$ cat src/rtl/btn_debounce_oneshot.sv
// Push-button conditioner: two-flop synchroniser, debounce FSM with settle counter,
// and a single-cycle pulse for each accepted press.
module btn_debounce_oneshot #(
   parameter int DEBOUNCE_CYCLES = 4,
   parameter int CNT_W           = 3
) (
   input  logic       clk,
   input  logic       rst,
   input  logic       btn_in,
   output logic       pulse_out,
   output logic       level_out,
   output logic [1:0] state_dbg
);

   typedef enum logic [1:0] {
      IDLE      = 2'b00,
      WAIT_HIGH = 2'b01,
      HIGH      = 2'b10,
      WAIT_LOW  = 2'b11
   } state_t;

   localparam logic [CNT_W-1:0] CNT_LAST = CNT_W'(DEBOUNCE_CYCLES - 1);

   logic             s1_q, s1_d;
   logic             s2_q, s2_d;
   state_t           state_q, state_d;
   logic [CNT_W-1:0] cnt_q, cnt_d;
   logic             pulse_q, pulse_d;
   logic             level_q, level_d;

   always_ff @(posedge clk) begin
      if (rst) begin
         s1_q    <= 1'b0;
         s2_q    <= 1'b0;
         state_q <= IDLE;
         cnt_q   <= '0;
         pulse_q <= 1'b0;
         level_q <= 1'b0;
      end else begin
         s1_q    <= s1_d;
         s2_q    <= s2_d;
         state_q <= state_d;
         cnt_q   <= cnt_d;
         pulse_q <= pulse_d;
         level_q <= level_d;
      end
   end

   always_comb begin
      s1_d    = btn_in;
      s2_d    = s1_q;
      state_d = state_q;
      cnt_d   = cnt_q;
      pulse_d = 1'b0;
      level_d = level_q;
      // The terminal compare is checked before the increment so cnt never wraps.
      case (state_q)
         IDLE: begin
            if (s2_q) begin
               state_d = WAIT_HIGH;
               cnt_d   = '0;
            end
         end
         WAIT_HIGH: begin
            if (!s2_q) begin
               state_d = IDLE;
               cnt_d   = '0;
            end else if (cnt_q == CNT_LAST) begin
               state_d = HIGH;
               cnt_d   = '0;
               pulse_d = 1'b1;
               level_d = 1'b1;
            end else begin
               cnt_d = cnt_q + CNT_W'(1);
            end
         end
         HIGH: begin
            if (!s2_q) begin
               state_d = WAIT_LOW;
               cnt_d   = '0;
            end
         end
         WAIT_LOW: begin
            // Release bounce returns to HIGH without a pulse; level stays high.
            if (s2_q) begin
               state_d = HIGH;
               cnt_d   = '0;
            end else if (cnt_q == CNT_LAST) begin
               state_d = IDLE;
               cnt_d   = '0;
               level_d = 1'b0;
            end else begin
               cnt_d = cnt_q + CNT_W'(1);
            end
         end
         default: begin
            state_d = IDLE;
            cnt_d   = '0;
         end
      endcase
   end

   assign pulse_out = pulse_q;
   assign level_out = level_q;
   assign state_dbg = state_q;

endmodule

$ cat config.mk
export PLATFORM = sky130hd
export DESIGN_NAME = btn_debounce_oneshot
export DESIGN_NICKNAME = d
export VERILOG_FILES = /design/src/rtl/btn_debounce_oneshot.sv
export SDC_FILE = /design/constraint.sdc
export NUM_CORES = 1
export LEC_CHECK = 0
export ABC_AREA = 1
export ABC_CLOCK_PERIOD_IN_PS = 1500
export CORE_AREA = 2 2 39 41
export CTS_BUF_LIST = sky130_fd_sc_hd__clkbuf_8
export DETAILED_ROUTE_END_ITERATION = 8
export DIE_AREA = 0 0 41 43
export PLACE_DENSITY = 0.48
export SETUP_SLACK_MARGIN = 0.05
export SYNTH_ARGS = -nofsm -noshare
export SYNTH_HDL_FRONTEND = slang
export SYNTH_SLANG_ARGS = --single-unit
$ cat constraint.sdc
create_clock -name clk -period 1.5 [get_ports clk]
set_input_delay 0.225 -clock clk [delete_from_list [all_inputs] [get_ports clk]]
set_output_delay 0.225 -clock clk [all_outputs]
set_load 0.01 [all_outputs]
==> results.txt <==
The flow ran to the end, and the final reports show no timing, DRC or antenna violations. The required arrival time at the worst endpoint is 1.27 ns. Traced cell by cell, the critical path runs through clkdlybuf4s50_1. The y dimension of the die is 43 um. The final hold violation count came out at 0. The number of cells produced by synthesis is 47. By startpoint and endpoint, the worst setup path is classified as reg2out. When the netlist entered floorplanning its net count stood at 51.

The overall power consumption came out at 0.0005400 W. For the worst-skew pair, the clock arrives at the later sink with an insertion delay of 0.23 ns. The ratio of cells with drive above 1 in the final layout is 17.54%. The remaining design rule violation count came out at 0.

Setup violations remaining at the end of the flow were counted as 0. Data on the critical path arrives at its endpoint at 1.15 ns. The area of all placed cells without fillers is 504.2 sq um.

The worst-path cell with the longest stage delay is sky130_fd_sc_hd__clkdlybuf4s50_1. The floorplan row count came out at 14. The final layout contains routed wiring with a total length of 703 um. The maximum frequency from static timing analysis came out at 726.5 MHz. CTS placed an instance of sky130_fd_sc_hd__clkbuf_8 at the clock tree root. The reported leakage power came out at 0.2098 nW. The count of antenna-violating nets left after detailed routing came out at 0.

The count of clock tree sinks came out at 9. For the final database, setup skew stands at 0.0009992 ns. The area added between synthesis and finish came out at 33.89%.

The period utilization came out at 91.76%. The number of max-slew violations in the final report is 0. The synthesized area per cell is 8.013 sq um. The max-slew headroom at the worst pin is 82.99%. The worst-case vdd ir drop came out at 0.4486 mV. In the final routed layout, each cell accounts on average for 9.630 um. The number of buffers added by the clock tree synthesis step is 3. The yosys synthesis warning count is 0. The effective utilization at floorplan is 27.22%. The number of hold-repair buffers added at the cts stage came out at 0. Setup repair after global routing left no endpoint under its margin.

The synthesized netlist contains 18 unique library cells. The sequential element share of the synthesized area is 47.84%. The die extent in x came out at 41 um. The overall global routing resource usage is 10.69%. STA classifies the critical path startpoint as a flip-flop. The via count of the routed design came out at 324. Summed over all layers, the global routing overflow is 0.

The number of buffers on the longest clock path is 2. The maximum level of the CTS H-tree is 1. The worst path buffer plus inverter count came out at 1. The flip-flop and latch count after synthesis came out at 9. The cell area after placement is 456.7 sq um. The class of the worst hold path is reg2reg. In the final timing run, aggregate negative setup slack is 0 ns. The wire length of the first global-routing pass came out at 1145 um.

After floorplanning, the core was sized to cover 0.001384 sq mm. The initial detailed-routing violation count is 6. The maximum number of pins on one net before global-route repair is 8. The number of max-cap violations is 0.

At the pin with the least slew margin, the transition time is 0.2544 ns. Dividing the detail-routed via count by the number of cells gives 4.438. The last weighted congestion value of the routability-driven placer is 0.7871. The number of nets in the layout is 62. The final antenna diode count came out at 0.

The total power per unit cell area is 1071 mW/mm^2. The total iterations of the first detailed-routing run came out at 4. The cell area that synthesis handed to floorplanning was 376.6 sq um.

The delay of the slowest cell on the worst path came out at 0.55 ns. The number of I/O pins is 7. The count of input and output buffers came out at 6. The number of antenna violations at the first check in global routing came out at 0.

The share of the core filled with cells came out at 36.44%. Buffers added to address setup during post-CTS repair amount to 0. Along the worst path, the maximum fanout reaches 6. STA classifies the critical path endpoint as an output pin. Clock-pin slew was measured on the worst setup and hold paths at 0.04 ns. Grouping stages by cell kind, the critical path spends the most delay in buffers and inverters. The time the worst path needs with I/O delays and setup is 1.376 ns. The area of the die came out at 0.001763 sq mm.

The CTS tree is done. The number of global-route vias before repair is 288. The post-detailed-placement half-perimeter wirelength came out at 519.5 um.
==> synth_stat cells <==
| cell | n | share of area (%) |
|---|---|---|
| sky130_fd_sc_hd__nor2b_4 | 1 | 3.7 |
| sky130_fd_sc_hd__nor2_1 | 2 | 2.0 |
| sky130_fd_sc_hd__dfxtp_1 | 9 | 48 |
| sky130_fd_sc_hd__nand3b_1 | 1 | 2.0 |
| sky130_fd_sc_hd__nand3_2 | 1 | 2.7 |
| sky130_fd_sc_hd__nand2_1 | 9 | 9.0 |
| sky130_fd_sc_hd__nor3_1 | 1 | 1.3 |
| sky130_fd_sc_hd__ha_1 | 1 | 3.3 |
| sky130_fd_sc_hd__clkinv_1 | 1 | 1.0 |
| sky130_fd_sc_hd__nor4_1 | 1 | 1.7 |
| sky130_fd_sc_hd__nand3_1 | 3 | 4.0 |
| sky130_fd_sc_hd__nor2_2 | 1 | 1.7 |
| sky130_fd_sc_hd__nand4_1 | 1 | 1.7 |
| sky130_fd_sc_hd__o21ai_1 | 1 | 1.3 |
| sky130_fd_sc_hd__inv_1 | 7 | 7.0 |
| sky130_fd_sc_hd__nand2_2 | 2 | 3.3 |
| sky130_fd_sc_hd__a21oi_1 | 4 | 5.3 |
| sky130_fd_sc_hd__o21ai_0 | 1 | 1.3 |
==> worst paths after layout <==
path,depth (start not counted),slack (ns),to,start
worst max-delay path,1,0.12,state_dbg[0],state_dbg[0]$_SDFFE_PP0P_
worst min-delay path,2,0.40,s2_q$_SDFF_PP0_,s1_q$_SDFF_PP0_
worst max register to register,5,0.37,level_out$_SDFFE_PP0P_,cnt_q[0]$_SDFFE_PP0P_
worst min register to register,2,0.40,s2_q$_SDFF_PP0_,s1_q$_SDFF_PP0_
==> power by group <==
group	total, W	internal, W	switching [W]
sequential	0.000247	0.000244	0.00000326
clock	0.000271	0.000178	0.0000933
combinational	0.0000218	0.0000102	0.0000116
total	0.000540	0.000432	0.000108
==> routing by layer <==
layer  vias up  track usage (%)  share of wire [%]
li1        170                -                  -
met1       142            12.38                 46
met2         9            12.81                 46
met3         3            4.712                4.6
met4         0            12.00                3.7
met5         -                0                  0
==> through the flow <==
step | setup WS, ns | hold slack [ns] | cells
after floorplan | 0.5024 | 0.2941 | 47
after global placement | 0.3057 | 0.3933 | 69
after detailed placement | 0.3003 | 0.3974 | 69
after CTS | 0.08788 | 0.4062 | 73
after global routing | 0.08545 | 0.4389 | 73
final | 0.1235 | 0.4032 | 73
==> kinds of logic after synthesis <==
family | synth area share [%]
DFF | 47.84
adders and majority gates | 3.322
and+or+nand+nor | 32.89
buffers and inverters | 7.974
AOI/OAI and AO/OA | 7.971
==> layout by cell type, fill, tap and decap left out, drive strengths merged <==
cell	n
nand2	11
dfxtp	9
inv	8
clkdlybuf4s50	6
a21oi	4
nand3	4
clkbuf	3
nor2	3
o21ai	2
nand4	1
nand3b	1
nor4	1
clkinv	1
nor2b	1
nor3	1
ha	1
==> repair_timing <==
item	in CTS	in global routing
hold endpoints to repair	0	0
endpoints found under the setup margin	1	1
resized for setup	1	1
gates cloned	0	0
==> cell type report <==
type	count	area [sq um]
Fill cell	152	879.6
Sequential cell	9	182.7
Clock inverter	1	3.754
Tap cell	16	20.02
Multi-Input combinational cell	30	166.4
Timing Repair Buffer	6	60.06
Inverter	8	30.03
Clock buffer	3	41.29
Note: power is estimated with default switching activity, not from simulation.
==> patch 1 (same settings) <==
Set the parameter `CNT_W` to 6 (it was 3).
--- a/src/rtl/btn_debounce_oneshot.sv
+++ b/src/rtl/btn_debounce_oneshot.sv
@@ -3,5 +3,5 @@
 module btn_debounce_oneshot #(
    parameter int DEBOUNCE_CYCLES = 4,
-   parameter int CNT_W           = 3
+   parameter int CNT_W           = 6
 ) (
    input  logic       clk,
Behaviour: same outputs for any inputs over 10 cycles, from zero or initial values and one cycle with rst high; that may be too few to reach the edited logic, so the function may still have changed.
==> patch 1 against the original RTL <==
- clock skew is 0.0022 ns higher
- final area is 40% higher
- total power rose by 34%
- sequential cell count grew 3
- worst setup slack worse by 0.053 ns
- core utilization increased by 14 points
- combinational power increased to 4.2 times the old value
- routed wire length rose by 48%
- register-to-register slack lost 0.10 ns
- area after synthesis is 52% higher
- critical path type unchanged
- critical endpoint is now state_dbg[1]
- highest routed layer unchanged
==> patch 1: results (changes against the original RTL) <==
Status
  • Status: complete, no violations

Setup path
  • Startpoint Class: flip-flop
  • Critical path data arrival time: 1.20 ns (+0.05 ns)
  • Reg-to-reg setup timing slack: 0.27 ns (-0.10 ns)
  • Worst Setup EP: state_dbg[1]
  • Critical Path Fanout Max: 5 (-1)
  • R2R cell count: 7 (+2)
  • Reg-to-reg endpoint: cnt_q[4]
  • Reg-to-Reg Start: cnt_q[1]

Routing
  • Detailed Route WL: 1.04 mm (+48%)
  • Via count: 515 (+59%)
  • Initial DRC Count: 12 (+6)

GRT
  • Number of global-route vias before repair: 414 (+44%)
  • Global-route wire length before repair: 1.65 mm (+44%)
  • GRT Util Overall: 0.140 (+0.0333)
  • Largest net degree at the start of global routing: 9 (+1)

Final layout
  • # fillers: 136 (-11%)
  • Net count, final: 95 (+53%)
  • Largest register by flop count: cnt_q
  • Share of layout cells above drive strength 1: 0.135 (-0.0406)

Clock network
  • # H-tree levels: 1 (unchanged)
  • Post-CTS Setup Repair Bufs: 0 (unchanged)
  • Reg clk slew, reported paths: 0.05 ns
  • Clock Latency Late Sink: 0.24 ns

Placed design
  • Pre-CTS WS: 0.228 ns (-0.0718 ns)
  • GP Congestion: 0.798 (+1.3%)
  • Dpl hpwl: 780 um (+50%)

Power
  • Leak pwr: 0.280 nW (+33%)
  • Worst IR Drop VDD: 0.000551 V (+23%)

Logic synthesis
  • Yosys synthesis warning count: 0 (unchanged)
  • Ys flop type: dfxtp_1
  • Synth unique cells: 20 (+2)
  • FFs w/ async S/R, synth: 0 (unchanged)
  • Syn Nets: 83 (+63%)
  • Seq/Total Area, Yosys: 0.420 (-0.0583)
  • Largest cells by area after synthesis: dfxtp_1, nand2_1, nor2_1
  • Post-synth top cells: nand2_1, dfxtp_1, nor2_1, inv_1, a21oi_1

STA
  • Max-slew headroom: 0.840 (+0.0102)
  • Clock skew: 0.00320 ns (+0.00220 ns)
  • Max Freq: 700 MHz (-3.7%)
[patch 1: changes by cell type in the layout (fill, tap and decap cells not counted), moves of 2 or more]
| cell | unedited run | this run |
|---|---|---|
| a21oi_1 | 4 | 6 |
| o21bai_1 | 0 | 2 |
| nand2_1 | 9 | 18 |
| nor2_1 | 2 | 12 |
| dfxtp_1 | 7 | 11 |
| inv_1 | 8 | 10 |
| a21oi_2 | 0 | 2 |
[patch 1: logic make-up (layout without fill, tap and decap cells)]
| group | Yosys count | in the layout | share of synthesized area |
|---|---|---|---|
| AO/OA/AOI/OAI | 14 | 14 | 0.149 |
| buffers and inverters | 11 | 21 | 0.0744 |
| flip-flops | 12 | 12 | 0.420 |
| AND/OR/NAND/NOR | 40 | 40 | 0.319 |
| adder cells (fa/ha/maj) | 1 | 1 | 0.0219 |
| XOR/XNOR | 1 | 1 | 0.0153 |
[patch 1: final cells by class]
| type | instances | area (sq um) | share of cell area |
|---|---|---|---|
| sequential | 12 | 241 | 0.343 |
| timing repair buffer | 7 | 70.1 | 0.0995 |
| tap | 16 | 20.0 | 0.0284 |
| multi-input combinational | 56 | 289 | 0.410 |
| inverter | 11 | 42.5 | 0.0604 |
| clock buffer | 3 | 41.3 | 0.0586 |
[patch 1: report_power, final]
group	total (mW)	internal [mW]	leakage [nW]	switching (mW)
logic	0.0907	0.0403	0.161	0.0503
registers	0.348	0.332	0.0978	0.0164
clock network	0.287	0.176	0.0216	0.111
[patch 1: worst min path at each step]
stage / from / to / slack (ns) / cells past startpoint
global placement: s1_q / s2_q / 0.39 / 2
finish: s1_q / s2_q / 0.40 / 2
CTS: s1_q / s2_q / 0.41 / 2
global route: s1_q / s2_q / 0.42 / 2
detailed placement: s1_q / s2_q / 0.40 / 2
floorplan: rst / cnt_q[1] / 0.29 / 1
[patch 1: what timing repair did]
item,4_1_cts,5_1_grt
endpoints found under the setup margin,1,1
resized for setup,1,1
endpoints found under the hold margin,0,0
gates cloned,0,0
[patch 1: per-stage QoR]
step	instance area [sq um]	instances	utilization
floorplan	572	79	-
global placement	659	102	0.476
detailed placement	659	102	0.476
CTS	702	105	0.507
global route	704	105	0.509
finish	704	105	0.509
[patch 1: layer usage]
| metal | GRT usage | part of all wire | up-vias |
|---|---|---|---|
| met1 | 0.182 | 0.50 | 229 |
| met3 | 0.0314 | 0.036 | 4 |
| met2 | 0.194 | 0.45 | 9 |
| met4 | 0.100 | 0.019 | 0 |
| li1 | - | - | 273 |
| met5 | 0 | 0 | - |
==> patch 2 (same flow settings) <==
Without the edit above. Put one more register stage on the output `state_dbg`, with the module's reset. The value now appears one clock later. The other outputs are not delayed to match.
--- a/src/rtl/btn_debounce_oneshot.sv
+++ b/src/rtl/btn_debounce_oneshot.sv
@@ -103,5 +103,11 @@
    assign pulse_out = pulse_q;
    assign level_out = level_q;
-   assign state_dbg = state_q;
+   always_ff @(posedge clk) begin
+      if (rst) begin
+         state_dbg <= '0;
+      end else begin
+         state_dbg <= state_q;
+      end
+   end
 
 endmodule
Check against the original RTL: not equivalent (a bounded check fails within 4 cycles, from zero or initial values and one cycle with rst high).
==> patch 2 against the original RTL <==
- final area up 11%
- routed wire length fell by 8.0%
- worst setup slack better by 0.069 ns
- core utilization rose by 4.1 points
- area after synthesis is 15% higher
- total power grew 13%
- sequential cell count increased by 2
==> patch 2: results (changes against the original RTL) <==
Clock network
  • Clock Latency Late Sink: 0.23 ns (about the same)
  • Max Root-Sink Buffers: 2 (unchanged)
  • CTS Buf Count: 3 (unchanged)
  • Root buffer cell: clkbuf_8
  • Hold buffer count at CTS: 0 (unchanged)
  • Post-CTS Setup Repair Bufs: 0 (unchanged)
  • Post_cts resized: 0 (-1)
  • Reg clk slew, reported paths: 0.05 ns
  • # H-tree levels: 1 (unchanged)

GRT
  • Met3 track demand over resource: 0.0314 (-0.0157)
  • GRT Util Overall: 0.105 (-0.00191)
  • Initial antenna violation count: 0 (unchanged)
  • Global-route wire length before repair: 1.17 mm (+1.8%)
  • Number of global-route vias before repair: 284 (-1.4%)
  • GR Util met1: 0.157 (+0.0331)
  • Largest net degree at the start of global routing: 8 (unchanged)
  • Met2 usage: 0.100 (-0.0281)

Final layout
  • Share of layout cells above drive strength 1: 0.230 (+0.0541)
  • Diodes inserted: 0 (unchanged)
  • Largest regs: cnt_q (3), state_dbg (2)
  • Net count, final: 66 (+6.5%)

Routing
  • Detailed Route WL: 647 um (-8.0%)
  • Initial DRC Count: 3 (-3)
  • Vias per cell: 4.17 (-6.1%)
  • DR pass1 iterations: 2 (-2)
  • Final ANT Viol Nets: 0 (unchanged)

Status
  • Status: complete, no violations

Logic synthesis
  • Ys flop type: dfxtp_1
  • Seq/Total Area, Yosys: 0.509 (+0.0303)
  • FFs w/ async S/R, synth: 0 (unchanged)
  • Largest cells by area after synthesis: dfxtp_1, nand2_1, nand2_2
  • Synth unique cells: 19 (+1)
  • Post-synth top cells: dfxtp_1, nand2_1, nor2_1, inv_1
  • Syn Nets: 55 (+7.8%)
  • Yosys synthesis warning count: 0 (unchanged)

STA
  • Max-slew headroom: 0.866 (+0.0364)
  • Clock skew: 0.00252 ns (+0.00152 ns)

Setup path
  • R2R cell count: 6 (+1)
  • Top delay family on crit path: buffers and inverters
  • CP max-delay cell: clkdlybuf4s50_1
  • Critical Path Fanout Max: 2 (-4)
  • Critical path data arrival time: 1.08 ns (-0.07 ns)
  • Slowest Stage Delay on Critical Path: 0.53 ns (-0.02 ns)

Placed design
  • I/O Buffers: 6 (unchanged)
  • GP Congestion: 0.715 (-9.2%)
  • Cell Area, Placed: 515 sq um (+13%)
  • Dpl hpwl: 485 um (-6.6%)
  • Pre-CTS WS: 0.358 ns (+0.0573 ns)

Power
  • Worst IR Drop VDD: 0.000541 V (+21%)
  • Leak pwr: 0.237 nW (+13%)

Worst hold path
  • Hold Path Class: flip-flop to flip-flop
  • Hold Path Cell Cnt: 2 (unchanged)
patch 2: logic make-up after synthesis:
family / count (synthesis) / synth area share
buf+inv: 8 / 0.0722
fa+ha+maj: 1 / 0.0289
flops: 11 / 0.509
simple gates: 27 / 0.338
compound gates: 4 / 0.0520
patch 2: area by class of cell:
cell class	count	area (sq um)
inverters	7	26.3
repair buffers	7	67.6
clock buffers	3	41.3
flip-flops and latches	11	220
fillers	145	823
well taps	16	20.0
multi-input cells	32	181
clock inverters	1	3.75
patch 2: final timing paths:
kind / to / startpoint / slack [ns]
setup / recovery: level_out / level_out / 0.19
hold / removal: s2_q / s1_q / 0.41
setup reg to reg: level_out / cnt_q[0] / 0.36
hold reg to reg: s2_q / s1_q / 0.41
patch 2: metrics by stage:
| stage | instances | hold WS, ns | power (mW) |
|---|---|---|---|
| floorplan | 51 | 0.332 | 0.320 |
| global placement | 73 | 0.391 | 0.331 |
| detailed placement | 73 | 0.404 | 0.331 |
| CTS | 77 | 0.411 | 0.618 |
| global route | 77 | 0.421 | 0.639 |
| finish | 77 | 0.406 | 0.608 |
patch 2: power by group:
part           internal (mW)  total, mW  switching (mW)
Combinational         0.0115     0.0248          0.0133
Clock                  0.179      0.283           0.104
Sequential             0.297      0.300         0.00279
patch 2: layer usage:
layer | vias up | part of all wire
li1 | 181 | -
met1 | 132 | 0.49
met2 | 6 | 0.45
met3 | 2 | 0.040
met4 | 0 | 0.023
met5 | - | 0
